File: src/rtl/feed_sequencer.sv
// Feed sequencer: buffers one operand tile and drives the west-edge data_feeder row with a diagonal skew.
// Optional FEED_SEQ_STATS_EN adds tiles_done / stall_cycles counters.
module feed_sequencer #(
  parameter int N_LANES      = 7,
  parameter int VEC_LEN      = 7,
  parameter int ELEM_W       = 8,
  parameter int DRAIN_CYCLES = 7
) (
  input  logic                                clk,
  input  logic                                reset,
  input  logic                                in_valid,
  output logic                                in_ready,
  input  logic [VEC_LEN*ELEM_W-1:0]           in_row,
  output logic [N_LANES*VEC_LEN*ELEM_W-1:0]   feed_data,
  output logic [N_LANES-1:0]                  feed_load,
  output logic [N_LANES-1:0]                  feed_shift,
  output logic [N_LANES-1:0]                  lane_valid,
  output logic                                busy,
  output logic                                tile_done
`ifdef FEED_SEQ_STATS_EN
  ,
  output logic [15:0]                         tiles_done,
  output logic [15:0]                         stall_cycles
`endif
);

  localparam int ROW_W = VEC_LEN * ELEM_W;
  localparam int RW    = $clog2(N_LANES + 1);
  localparam int TW    = $clog2(N_LANES + VEC_LEN + 1);
  localparam int DW    = (DRAIN_CYCLES > 0) ? $clog2(DRAIN_CYCLES + 1) : 1;
  localparam logic [RW-1:0] ROW_LAST = RW'(N_LANES - 1);
  localparam logic [TW-1:0] T_LAST   = TW'(N_LANES + VEC_LEN - 1);
  localparam logic [DW-1:0] D_LAST   = (DRAIN_CYCLES > 0) ? DW'(DRAIN_CYCLES - 1) : '0;

  typedef enum logic [1:0] {S_IDLE, S_FILL, S_STREAM, S_DRAIN} state_e;

  state_e              state_q, state_d;
  logic [RW-1:0]       row_cnt_q, row_cnt_d;
  logic [TW-1:0]       t_q, t_d;
  logic [DW-1:0]       drain_q, drain_d;
  logic [ROW_W-1:0]    bank_q [N_LANES];
  logic [ROW_W-1:0]    bank_d [N_LANES];
  logic [N_LANES-1:0]  load_d, shift_d, valid_d;
  logic                busy_d, done_d;

  always_comb begin
    state_d   = state_q;
    row_cnt_d = row_cnt_q;
    t_d       = t_q;
    drain_d   = drain_q;
    bank_d    = bank_q;
    case (state_q)
      S_IDLE, S_FILL: begin
        if (in_valid) begin
          for (int r = 0; r < N_LANES; r++) begin
            if (32'(row_cnt_q) == r) bank_d[r] = in_row;
          end
          row_cnt_d = row_cnt_q + 1'b1;
          if (row_cnt_q == ROW_LAST) begin
            state_d = S_STREAM;
            t_d     = '0;
          end else begin
            state_d = S_FILL;
          end
        end
      end
      S_STREAM: begin
        if (t_q == T_LAST) begin
          if (DRAIN_CYCLES == 0) begin
            state_d   = S_IDLE;
            row_cnt_d = '0;
          end else begin
            state_d = S_DRAIN;
            drain_d = '0;
          end
        end else begin
          t_d = t_q + 1'b1;
        end
      end
      S_DRAIN: begin
        if (drain_q == D_LAST) begin
          state_d   = S_IDLE;
          row_cnt_d = '0;
        end else begin
          drain_d = drain_q + 1'b1;
        end
      end
      default: state_d = S_IDLE;
    endcase
  end

  // Strobes are decoded from the next state so the registered outputs line up with the current t.
  always_comb begin
    load_d  = '0;
    shift_d = '0;
    valid_d = '0;
    busy_d  = (state_d == S_STREAM) || (state_d == S_DRAIN);
    for (int r = 0; r < N_LANES; r++) begin
      if (state_d == S_STREAM) begin
        load_d[r]  = (32'(t_d) == r);
        shift_d[r] = (32'(t_d) >= r + 1) && (32'(t_d) <= r + VEC_LEN - 1);
        valid_d[r] = (32'(t_d) >= r + 1) && (32'(t_d) <= r + VEC_LEN);
      end
    end
    if (DRAIN_CYCLES == 0) begin
      done_d = (state_d == S_STREAM) && (t_d == T_LAST);
    end else begin
      done_d = (state_d == S_DRAIN) && (drain_d == D_LAST);
    end
  end

  always_ff @(posedge clk) begin
    if (reset) begin
      state_q    <= S_IDLE;
      row_cnt_q  <= '0;
      t_q        <= '0;
      drain_q    <= '0;
      bank_q     <= '{default: '0};
      feed_load  <= '0;
      feed_shift <= '0;
      lane_valid <= '0;
      busy       <= 1'b0;
      tile_done  <= 1'b0;
    end else begin
      state_q    <= state_d;
      row_cnt_q  <= row_cnt_d;
      t_q        <= t_d;
      drain_q    <= drain_d;
      bank_q     <= bank_d;
      feed_load  <= load_d;
      feed_shift <= shift_d;
      lane_valid <= valid_d;
      busy       <= busy_d;
      tile_done  <= done_d;
    end
  end

  always_comb begin
    in_ready  = (state_q == S_IDLE) || (state_q == S_FILL);
    feed_data = '0;
    for (int r = 0; r < N_LANES; r++) begin
      feed_data[r*ROW_W +: ROW_W] = bank_q[r];
    end
  end

`ifdef FEED_SEQ_STATS_EN
  logic [15:0] tiles_q, tiles_d, stall_q, stall_d;

  // Tile count wraps; stall count saturates.
  always_comb begin
    tiles_d = done_d ? tiles_q + 16'd1 : tiles_q;
    stall_d = stall_q;
    if (in_valid && !in_ready && (stall_q != 16'hFFFF)) begin
      stall_d = stall_q + 16'd1;
    end
  end

  always_ff @(posedge clk) begin
    if (reset) begin
      tiles_q <= 16'd0;
      stall_q <= 16'd0;
    end else begin
      tiles_q <= tiles_d;
      stall_q <= stall_d;
    end
  end

  assign tiles_done   = tiles_q;
  assign stall_cycles = stall_q;
`endif

endmodule

File: config.mk
export PLATFORM = sky130hd
export DESIGN_NAME = feed_sequencer
export DESIGN_NICKNAME = d
export VERILOG_FILES = /design/src/rtl/feed_sequencer.sv
export SDC_FILE = /design/constraint.sdc
export NUM_CORES = 1
export LEC_CHECK = 0
export CAP_MARGIN = 20
export CORE_AREA = 2 2 183 185
export CTS_CLUSTER_DIAMETER = 120
export DETAILED_ROUTE_END_ITERATION = 6
export DIE_AREA = 0 0 185 187
export GPL_TIMING_DRIVEN = 0
export PLACE_DENSITY = 0.79
export RECOVER_POWER = 25
export SYNTH_ARGS = -nofsm -noshare
export SYNTH_HDL_FRONTEND = slang
export SYNTH_SLANG_ARGS = --single-unit
File: constraint.sdc
create_clock -name clk -period 2.4 [get_ports clk]
set_clock_uncertainty 0.15 [all_clocks]
set_input_delay 0.48 -clock clk [delete_from_list [all_inputs] [get_ports clk]]
set_output_delay 0.48 -clock clk [all_outputs]
set_load 0.03 [all_outputs]
==> impl_metrics.env, run 1 <==
export IMPL_min_period_over_period_pct=97.3
export IMPL_relSlewSlack_pct=51.7
export IMPL_critPathKind="primary input to register"
export IMPL_wl_mm=56.3
export IMPL_ios=475
export IMPL_synthAdderAreaFrac_pct=0.757
export IMPL_p_leak_uw=0.00783
export IMPL_post_synth_num_cell_types=41
export IMPL_ir_drop_mv=0.498
export IMPL_final_cell_area_mm2=0.0216
export IMPL_syn_area_per_cell_um2=7.91
export IMPL_crit_chain="clkdlybuf4s50_1 > clkbuf_1 > clkbuf_2 > buf_1 > a21oi_1"
export IMPL_cts_root_buf="clkbuf_16"
export IMPL_grt_pass1_wl_mm=83.1
export IMPL_drive_gt1_share_pct=6.14
export IMPL_synth_top_family_by_area="simple AND/OR/NAND/NOR gates"
export IMPL_vias_per_cell=5.30
export IMPL_finalMaxSlewViolations=0
export IMPL_multiInputGateArea_mm2=0.00573
export IMPL_outcome="finished with violations"
export IMPL_synth_compound_area_share_pct=15.0
export IMPL_vias=15227
export IMPL_rows=67
export IMPL_drc=2
export IMPL_worst_slew_pin_slew_ps=724
export IMPL_yosys_warnings=0
export IMPL_cap_viol_max_count=0
export IMPL_synth_edf_count=0
export IMPL_utilization_pct=65.7
export IMPL_synth_xor_area_share_pct=0
export IMPL_cts_path_max_buffers=3
export IMPL_drtAntennaViolNets=0
export IMPL_grt_pass1_vias=14162
export IMPL_synthArstFlopShare_pct=0
export IMPL_grt_max_degree=14
export IMPL_grt_total_usage_pct=31.4
export IMPL_stdcell_count=2873
export IMPL_die_h_um=187
export IMPL_dpl_worst_slack_ps=-937
export IMPL_cp_required_ps=2640
export IMPL_final_nets=2466
export IMPL_synthMuxAreaShare_pct=0.143
export IMPL_fmax_ghz=0.428
export IMPL_arrival_ps=2570
export IMPL_fp_coreArea_mm2=0.0329
export IMPL_cts_buffers=43
export IMPL_netlist_area_mm2=0.0149
export IMPL_p_per_area_mw_per_mm2=695
export IMPL_post_place_cells=2802
export IMPL_syn_num_nets=1948
export IMPL_hold_viol=0
export IMPL_drt_wirelength_per_cell_um=19.6
export IMPL_failed_checks="DRC"
export IMPL_setup_slack_ps=64.7
export IMPL_synth_seq_cells=427
export IMPL_antenna_cells=0
export IMPL_clk_pin_slew_ps=60
export IMPL_clock_latency_ps=530
export IMPL_nFillCells=2734
export IMPL_cts_hold_buf=0
export IMPL_cp_slowest_cell="clkbuf_2"
export IMPL_hp_class="register to register"
export IMPL_min_period_ps=2340
export IMPL_dp_hpwl_mm=40.3
export IMPL_place_area_mm2=0.0202
export IMPL_first_iter_violations=1216
export IMPL_yosysSeqAreaShare_pct=57.5
export IMPL_crit_path_end_kind="register"
export IMPL_drt_pass1_iter_count=7
export IMPL_clock_sinks=427
export IMPL_cts_tree="done"
export IMPL_htreeDepth=2
export IMPL_crit_path_start_kind="primary input"
export IMPL_rsz0062_at_grt="false"
export IMPL_seq_area_mm2=0.00855
export IMPL_port_buffers=474
export IMPL_postCtsSetupRepairBufs=0
export IMPL_synthCells=1880
export IMPL_critPathMaxFanout=10
export IMPL_gp_congestion=0.878
export IMPL_synth_simple_area_share_pct=22.5
export IMPL_slowest_delay_ps=540
export IMPL_ys_flop_type="dfxtp_1"
export IMPL_area_delta_synth_final_pct=45.2
export IMPL_die_w_um=185
export IMPL_antenna_found_initial=1
export IMPL_overflow=0
export IMPL_die_area_mm2=0.0346
export IMPL_setup_viol=0
export IMPL_start_util_pct=45.3
## area by class of cell
| class | count | area share [%] |
|---|---|---|
| plain buffers | 137 | 3.00 |
| clock buffers | 68 | 6.08 |
| clock inverters | 4 | 0.104 |
| inverters | 6 | 0.104 |
| multi-input cells | 1309 | 26.6 |
| flip-flops and latches | 427 | 39.6 |
| well taps | 448 | 2.60 |
| repair buffers | 474 | 22.0 |
## worst paths after layout
kind / startpoint / endpoint / slack (ps) / cells after the start
max: reset / feed_data[133] / 60 / 5
min: feed_data[47] / feed_data[47] / 300 / 2
min reg2reg: feed_data[47] / feed_data[47] / 300 / 2
max reg2reg: row_cnt_q[0] / lane_valid[3] / 90 / 8
## synthesized netlist by cell type (all sizes together) (2+ instances only)
master,number,area [um2]
nor2,28,105
a31oi,4,25.0
ha,9,113
a22oi,2,15.0
nand3,9,45.0
and3,6,37.5
or3,4,35.0
dfxtp,427,8550
nand2b,4,25.0
clkbuf,93,349
a21oi,412,2070
inv,6,22.5
a2bb2oi,2,23.8
nor3,4,20.0
o21ai,7,35.0
nand4,2,12.5
nand2,799,3000
nor2b,2,20.0
buf,45,239
## cells by family after synthesis
group | after synthesis
buf+inv | 144
simple gates | 864
fa+ha+maj | 9
flops | 427
mux | 2
compound gates | 434
## worst max-delay path: cells and delay by family
kind	cells	cell delay, ps
buf+inv	4	1960
compound gates	1	110
## state kept, by name (all words and copies together) (netlist names)
| name | cells |
|---|---|
| feed_load | 7 |
| t_q | 4 |
| row_cnt_q | 3 |
| drain_q | 3 |
| tile_done | 1 |
| feed_shift | 7 |
| state_q | 2 |
| feed_data | 392 |
| busy | 1 |
| lane_valid | 7 |
## power by group
group / switching (uW) / internal, uW / leakage, uW
sequential: 73.6 / 7220 / 0.00345
combinational: 887 / 419 / 0.00373
clock: 2680 / 3720 / 0.000654
## per-stage QoR
step | setup TNS (ps) | hold WS (ps) | power (uW)
final | 0 | 300 | 15000
after global routing | 0 | 315 | 15400
after CTS | 0 | 303 | 15100
after detailed placement | -256700 | 296 | 8750
after global placement | -244130 | 291 | 8730
after floorplan | 0 | 351 | 8060
## repair_timing
item | in CTS | in global routing
resized for setup | 21 | 52
cloned | 0 | 0
setup endpoints to repair | 367 | 180
hold endpoints to repair | 0 | 0
## metal layers
layer / vias up / share of wire [%] / wire length, um / track usage (%)
li1: 7115 / - / - / -
met1: 7176 / 38 / 21500 / 37.7
met2: 782 / 46 / 26000 / 51.4
met3: 154 / 11 / 5930 / 9.17
met4: 0 / 5.1 / 2850 / 14.6
met5: - / 0 / 0 / 0
## layout by cell type (no fill, tap or decap), types with 2 or more instances in the layout
master	count
a21oi_1	409
a21oi_2	3
a22oi_1	2
a31oi_1	4
and3_1	6
buf_1	3
buf_2	31
buf_4	3
buf_6	4
clkbuf_1	72
clkbuf_16	45
clkbuf_2	34
clkbuf_4	3
clkbuf_8	10
clkdlybuf4s50_1	327
clkinv_2	3
dfxtp_1	425
dfxtp_2	2
dlygate4sd3_1	146
ha_1	9
inv_1	6
nand2_1	799
nand2b_1	4
nand3_1	9
nand4_1	2
nor2_1	28
nor3_1	3
o21ai_0	6
or3_1	2
or3_4	2
Power figures use the tool's default switching activity.
==> run 2: changes to the inputs <==
- CORE_AREA: 2 2 183 185 -> 2 2 185 187
- DIE_AREA: 0 0 185 187 -> 0 0 187 189
- PLACE_DENSITY: 0.79 -> 0.78
==> run 2 against run 1 <==
  * The flow now finishes without violations
  * Routed wire length increased by 1.3%
  * Register-to-register slack got worse by 40 ps
  * Non-clock buffer count decreased by 1
  * Maximum frequency decreased by 0.74%
  * Clock power increased by 8.6%
  * Total power increased by 3.8%
  * Critical endpoint is now lane_valid[3]
==> impl_metrics.env, run 2 (same netlist as run 1, synthesis figures left out) <==
export IMPL_final_nets=2465
export IMPL_critPathKind="register to register"
export IMPL_grt_busiest_layer="met2"
export IMPL_area_delta_synth_final_pct=46.3
export IMPL_cts_root_buf="clkbuf_16"
export IMPL_hp_class="register to register"
export IMPL_clk_pin_slew_ps=60
export IMPL_min_period_ps=2350
export IMPL_min_to="feed_data[323]"
export IMPL_cts_buffers=43
export IMPL_die_area_mm2=0.0353
export IMPL_hold_viol=0
export IMPL_grt_total_usage_pct=30.7
export IMPL_largest_reg_flops=392
export IMPL_cp_required_ps=2710
export IMPL_outcome="completed"
export IMPL_dp_hpwl_mm=40.6
export IMPL_crit_reg2reg_capture="lane_valid[3]"
export IMPL_drt_wirelength_per_cell_um=19.8
export IMPL_reg2reg_from="row_cnt_q[0]"
export IMPL_use_met1_pct=36.3
export IMPL_cts_hold_buf=0
export IMPL_htreeDepth=2
export IMPL_use_met3_pct=7.77
export IMPL_use_met2_pct=51.6
export IMPL_grt_pass1_vias=14617
export IMPL_cts_tree="done"
export IMPL_p_leak_uw=0.00741
export IMPL_arrival_ps=2660
export IMPL_rsz0062_at_grt="true"
export IMPL_critPathMaxFanout=9
export IMPL_finalSetupTns_ps=0
export IMPL_whs_path_depth=2
export IMPL_vias_per_cell=5.32
export IMPL_ir_drop_mv=0.592
export IMPL_hold_path_startpoint="feed_data[323]"
export IMPL_gp_congestion=0.886
export IMPL_final_cell_mix="nand2_1, clkdlybuf4s50_1, dfxtp_1, a21oi_1, clkbuf_1"
export IMPL_final_common_cell="nand2_1"
export IMPL_min_period_over_period_pct=98.0
export IMPL_crit_path_end_kind="register"
export IMPL_drive_gt1_share_pct=6.47
export IMPL_rows=67
export IMPL_fp_coreArea_mm2=0.0333
export IMPL_antenna_cells=0
export IMPL_setup_viol=0
export IMPL_die_w_um=187
export IMPL_port_buffers=474
export IMPL_die_h_um=189
export IMPL_drt_pass1_iter_count=5
export IMPL_first_iter_violations=1092
export IMPL_nFillCells=2759
export IMPL_clock_latency_ps=530
export IMPL_crit_path_start_kind="register"
export IMPL_worst_slew_pin_slew_ps=628
export IMPL_drtAntennaViolNets=0
export IMPL_fmax_ghz=0.425
export IMPL_drc=0
export IMPL_cap_viol_max_count=0
export IMPL_wl_mm=57.0
export IMPL_finalMaxSlewViolations=0
export IMPL_antenna_found_initial=0
export IMPL_grt_pass1_wl_mm=84.3
export IMPL_r2r_cells=8
export IMPL_p_per_area_mw_per_mm2=716
export IMPL_start_util_pct=44.7
export IMPL_rrSetupSlack_ps=50
export IMPL_vias=15280
export IMPL_p_total_uw=15600
export IMPL_cts_path_max_buffers=3
export IMPL_clock_sinks=427
export IMPL_grt_max_degree=18
export IMPL_overflow=0
export IMPL_ios=475
export IMPL_relSlewSlack_pct=57.8
run 2: changes by cell type in the layout (fill, tap and decap cells not counted), moves of 2 or more:
| cell | before | now |
|---|---|---|
| clkbuf_8 | 10 | 12 |
| dlygate4sd3_1 | 146 | 0 |
| clkdlybuf4s50_1 | 327 | 473 |
| bufinv_16 | 0 | 4 |
| clkbuf_1 | 72 | 66 |
run 2: critical path, cell delays in order, from the launching register on:
cell	delay, ps
dfxtp_2	370
inv_1	70
ha_1	270
and4b_4	220
buf_6	130
or3_4	380
buf_6	150
or3_4	380
a21oi_2	150
run 2: through the flow:
| stage | instance area [um2] | std cells | setup WS (ps) | util (%) | hold slack [ps] |
|---|---|---|---|---|---|
| 3_5_place_dp | 20200 | 2803 | -808 | 60.7 | 296 |
| 5_1_grt | 21800 | 2874 | -24.8 | 65.4 | 318 |
| 6_report | 21800 | 2874 | 47.3 | 65.4 | 302 |
| 4_1_cts | 21700 | 2876 | 3.25 | 65.2 | 304 |
| 3_3_place_gp | 20200 | 2802 | -930 | 60.6 | 291 |
| 2_1_floorplan | 14900 | 1880 | 207 | - | 351 |
run 2: final cells by class:
cell class | count | area [um2] | area share [%]
well taps | 448 | 561 | 2.58
plain buffers | 134 | 631 | 2.90
flip-flops and latches | 427 | 8550 | 39.3
repair buffers | 476 | 4780 | 22.0
inverters | 6 | 22.5 | 0.104
clock buffers | 66 | 1330 | 6.09
multi-input cells | 1309 | 5740 | 26.4
clock inverters | 8 | 146 | 0.673
run 2: power breakdown:
part	internal (uW)	switching, uW
registers	7220	78.1
logic	437	886
clock network	4210	2750
run 2: worst max path at each step:
| stage | startpoint | end | slack (ps) |
|---|---|---|---|
| 2_1_floorplan | row_cnt_q[0] | feed_shift[4] | 210 |
| 3_3_place_gp | reset | feed_data[288] | -930 |
| 3_5_place_dp | in_valid | feed_data[276] | -810 |
| 4_1_cts | row_cnt_q[0] | feed_load[3] | 3 |
| 5_1_grt | row_cnt_q[0] | feed_shift[6] | -20 |
| 6_report | row_cnt_q[0] | lane_valid[3] | 50 |
run 2: routing by layer:
layer / vias to the layer above / share of wire, %
li1: 7115 / -
met1: 7175 / 38
met2: 830 / 47
met3: 160 / 10
met4: 0 / 4.7
met5: - / 0
run 2: repair_timing:
action / CTS / global route
endpoints found under the setup margin: 346 / 252
gates resized for setup: 14 / 60
buffers inserted: 1 / 0
pin swaps: 1 / 0
